==> src/rtl/timing_pkg.sv <==
// Shared timing constants and width helpers for the 36 MHz clock domain.
package timing_pkg;

    localparam int unsigned CLK_HZ        = 36_000_000;
    localparam int unsigned CYCLES_PER_US = CLK_HZ / 1_000_000;

    // Counter width able to hold 0..n-1; never narrower than one bit.
    function automatic int unsigned width_of(input int unsigned n);
        return (n <= 32'd1) ? 32'd1 : 32'($clog2(n));
    endfunction

endpackage

==> src/rtl/timer_1us_tick_us_prescaler.sv <==
// Divide-by-CYCLES prescaler: one-cycle combinational strobe per microsecond.
module us_prescaler
    import timing_pkg::*;
#(
    parameter int unsigned CYCLES = timing_pkg::CYCLES_PER_US
) (
    input  logic clk_36MHz,
    input  logic reset,
    input  logic en,
    output logic us_strobe
);

    localparam int unsigned CYC_EFF = (CYCLES == 32'd0) ? 32'd1 : CYCLES;
    localparam int unsigned PRE_W   = width_of(CYC_EFF);
    localparam int unsigned PRE_END = CYC_EFF - 32'd1;

    logic [PRE_W-1:0] pre_q;
    logic [PRE_W-1:0] pre_d;

    // Advance on enabled cycles; wrap and strobe at the last count.
    always_comb begin
        pre_d     = pre_q;
        us_strobe = 1'b0;
        if (en) begin
            if (32'(pre_q) == PRE_END) begin
                pre_d     = '0;
                us_strobe = 1'b1;
            end else begin
                pre_d = pre_q + PRE_W'(1);
            end
        end
    end

    // Prescaler register, synchronous active-low reset.
    always_ff @(posedge clk_36MHz) begin
        if (!reset) begin
            pre_q <= '0;
        end else begin
            pre_q <= pre_d;
        end
    end

endmodule

==> src/rtl/timer_1us_tick.sv <==
// Periodic tick: one-cycle pulse on q every PERIOD_US microseconds of enabled time.
module timer_1us_tick
    import timing_pkg::*;
#(
    parameter int unsigned PERIOD_US     = 1,
    parameter int unsigned CYCLES_PER_US = timing_pkg::CYCLES_PER_US
) (
    input  logic clk_36MHz,
    input  logic reset,
    input  logic en,
    output logic q
);

    // A period of zero is treated as one microsecond.
    localparam int unsigned PERIOD_EFF = (PERIOD_US == 32'd0) ? 32'd1 : PERIOD_US;
    localparam int unsigned CNT_W      = width_of(PERIOD_EFF);
    localparam int unsigned CNT_END    = PERIOD_EFF - 32'd1;

    logic             us_strobe;
    logic [CNT_W-1:0] cnt_q;
    logic [CNT_W-1:0] cnt_d;
    logic             tick_q;
    logic             tick_d;

    us_prescaler #(
        .CYCLES    (CYCLES_PER_US)
    ) u_prescaler (
        .clk_36MHz (clk_36MHz),
        .reset     (reset),
        .en        (en),
        .us_strobe (us_strobe)
    );

    // Count microsecond strobes; terminal compare is done at full 32-bit width.
    always_comb begin
        cnt_d  = cnt_q;
        tick_d = 1'b0;
        if (us_strobe) begin
            if (32'(cnt_q) == CNT_END) begin
                cnt_d  = '0;
                tick_d = 1'b1;
            end else begin
                cnt_d = cnt_q + CNT_W'(1);
            end
        end
    end

    // Period counter and tick register; reset wins over enable.
    always_ff @(posedge clk_36MHz) begin
        if (!reset) begin
            cnt_q  <= '0;
            tick_q <= 1'b0;
        end else begin
            cnt_q  <= cnt_d;
            tick_q <= tick_d;
        end
    end

    assign q = tick_q;

endmodule

==> config.mk <==
export PLATFORM = sky130hd
export DESIGN_NAME = timer_1us_tick
export DESIGN_NICKNAME = d
export VERILOG_FILES = /design/src/rtl/timing_pkg.sv /design/src/rtl/timer_1us_tick_us_prescaler.sv /design/src/rtl/timer_1us_tick.sv
export SDC_FILE = /design/constraint.sdc
export NUM_CORES = 1
export LEC_CHECK = 0
export BUFFER_PORTS_ARGS = -buffer_cell sky130_fd_sc_hd__buf_2
export CORE_AREA = 2 2 39 41
export CTS_BUF_LIST = sky130_fd_sc_hd__clkbuf_4
export DETAILED_ROUTE_END_ITERATION = 8
export DIE_AREA = 0 0 41 43
export PLACE_DENSITY = 0.36
export SYNTH_ARGS = -nofsm -noshare
export SYNTH_HDL_FRONTEND = slang
export SYNTH_HIERARCHICAL = 1
export SYNTH_SLANG_ARGS = --single-unit
==> constraint.sdc <==
create_clock -name clk_36MHz -period 1.2 [get_ports clk_36MHz]
set_input_delay 0.18 -clock clk_36MHz [delete_from_list [all_inputs] [get_ports clk_36MHz]]
set_output_delay 0.18 -clock clk_36MHz [all_outputs]
set_load 0.02 [all_outputs]
==> summary.txt <==
Clock tree
  • Setup Buffers After CTS: 0
  • CTS Hold Buffers Added: 0
  • Clock slew at reported path FFs: 0.05 ns
  • Deepest clock path buffer count: 2
  • Clk sink count: 7
  • CTS tree: yes
  • H-tree levels: 1
  • Root Buffer: clkbuf_4
  • Skew-Pair Late Insertion Delay: 0.25 ns
  • CTS Buf Count: 3

Yosys
  • Syn Area/Cell: 10.0 µm²
  • Synthesis Warnings: 6
  • Synthesized area: 290 µm²
  • Post-synthesis sequential area ratio: 48.3%
  • Syn Nets: 33
  • Mapped Cells: 29
  • Unique cell type count in the Yosys netlist: 15
  • Post-synthesis register bit count: 7

Global route
  • Largest net degree at the start of global routing: 6
  • Vias in the first global route: 213
  • First-pass GRT wire length: 876 µm
  • Grt ovf: 0
  • Global-route usage over all layers: 8.15%
  • Initial antenna violation count: 0

Timing
  • Max Freq: 815 MHz
  • Slew @ Worst Pin: 0.261 ns
  • Slew HR: 82.4%
  • # setup viols final: 3
  • RSZ-0062 raised after global routing: true
  • Slew Viols, Final: 0
  • Final worst slack: -0.0265 ns
  • Hold Fails Final Rpt: 0
  • Clock skew: 0.00539 ns
  • Fin crit share: 102%
  • TNS Setup: -0.0594 ns
  • Minimum clock period: 1.23 ns

Routing
  • Wire per inst: 9.98 µm
  • DR DRC count: 0
  • Via total after detailed routing: 227
  • WL final: 549 µm
  • Vias per inst: 4.13
  • DR iter-0 viols: 2
  • Pre-Repair DR Iteration Count: 3
  • Post-DRT Antenna Nets: 0

Floorplanning
  • Row cnt: 14
  • Die span in y: 43 µm
  • Die width: 41 µm
  • Initial core utilization: 21.0%
  • Ports: 4
  • Die ar.: 1760 µm²
  • Core area: 1380 µm²

Layout
  • Ratio of cells with drive above 1 in the final layout: 33.3%
  • Commonest non-fill, non-tap cell in the layout: dfxtp_1
  • Commonest cells after routing, fill and taps aside: 7 x dfxtp_1, 4 x clkbuf_4, 4 x nor2_1
  • Layout Nets: 44
  • Fin cells: 55
  • N_diodes: 0
  • Area Overhead vs Synth: 34.1%

Pwr
  • VDD IR max: 485 µV
  • Power Density: 1320 nW/µm²
  • Total power: 512 µW
  • Leak pwr: 0.000155 µW

Worst setup path
  • Arrival time at the worst endpoint: 1.36 ns
  • Required time worst endpoint: 1.33 ns
  • Critical Path Source Type: flip-flop
  • Setup CP Type: reg -> reg
  • CP Cell Sequence: or4b_4 > o21ai_4 > nor2_1
  • Crit. End Element: flip-flop
  • Critical Path Max Stage Delay: 0.55 ns
  • Critical path's slowest cell: or4b_4
  • Worst-path maximum fanout: 4

Flow run
  • Max-cap violations: 0

Place
  • IO buf count: 3
  • Placed Cells: 51
  • Final Wtd Congestion: 0.723

Outcome
  • Status: complete, but fails checks
  • Failing checks: negative setup slack

Min path
  • Hold Path Class: in -> reg
-- per-layer routing --
| metal | GRT usage, % | vias to the layer above | part of all wire, % |
|---|---|---|---|
| li1 | - | 121 | - |
| met1 | 10.7 | 101 | 48 |
| met2 | 8.44 | 3 | 46 |
| met3 | 4.71 | 2 | 5.5 |
| met4 | 8.00 | 0 | 0.73 |
| met5 | 0 | - | 0 |
-- cell families after synthesis --
logic type / after synthesis / synth area share (%)
and+or+nand+nor: 13 / 25.4
DFF: 7 / 48.3
adders and majority gates: 1 / 4.31
muxes: 1 / 3.45
xor gates and xnor gates: 4 / 12.1
AOI/OAI and AO/OA: 3 / 6.46
-- where the power goes --
group	internal, µW	total [µW]	switching, µW	leakage, µW
clock	149	235	86.0	0.0000184
sequential	240	246	5.53	0.0000568
combinational	15.5	30.9	15.4	0.0000795
total	405	512	107	0.000155
-- per-stage QoR --
step | setup WS [ns] | hold slack, ns | utilization (%) | cell area [µm²]
2_1_floorplan | 0.00338 | 0.302 | - | 290
3_3_place_gp | -0.00358 | 0.451 | 25.1 | 348
3_5_place_dp | -0.0173 | 0.446 | 25.1 | 348
4_1_cts | -0.0194 | 0.207 | 27.8 | 385
5_1_grt | -0.0822 | 0.203 | 28.1 | 389
6_report | -0.0265 | 0.215 | 28.1 | 389
-- sequential cells by signal, indices dropped and copies added, names as in the netlist --
register           cells
u_prescaler/pre_q      6
q                      1
-- cells in the mapped netlist --
| master | number | area [µm²] |
|---|---|---|
| or4b_4 | 1 | 13.8 |
| nand2_1 | 2 | 7.51 |
| and2_1 | 2 | 12.5 |
| nor2b_1 | 1 | 6.26 |
| o21ai_2 | 1 | 8.76 |
| a21oi_1 | 1 | 5.00 |
| xnor2_1 | 2 | 17.5 |
| o21ai_0 | 1 | 5.00 |
| dfxtp_1 | 7 | 140 |
| mux2i_1 | 1 | 10.0 |
| nand4_1 | 2 | 12.5 |
| nor2_1 | 4 | 15.0 |
| ha_1 | 1 | 12.5 |
| or3_1 | 1 | 6.26 |
| xor2_1 | 2 | 17.5 |
-- worst paths after layout --
path,to,cells past startpoint,startpoint,slack (ns)
max,u_prescaler/pre_q[2],3,u_prescaler/pre_q[2],-0.03
min,u_prescaler/pre_q[4],2,reset,0.22
max reg2reg,u_prescaler/pre_q[2],3,u_prescaler/pre_q[2],-0.03
min reg2reg,u_prescaler/pre_q[5],2,u_prescaler/pre_q[5],0.55
-- final cells by class --
class                           count  area [µm²]
Fill cell                         155         995
Multi-Input combinational cell     22         161
Sequential cell                     7         140
Timing Repair Buffer                6        37.5
Clock buffer                        4        30.0
Tap cell                           16        20.0
-- critical path: cells and delay by family, from the launching register on --
family	cells	cell delay, ns
AOI/OAI and AO/OA	1	0.19
DFF	1	0.30
and+or+nand+nor	2	0.62
-- repair_timing --
item	4_1_cts	5_1_grt
gates resized for setup	1	1
endpoints found under the setup margin	4	4
gates cloned	0	0
pin swaps	1	0
(Power assumes the default switching activity.)
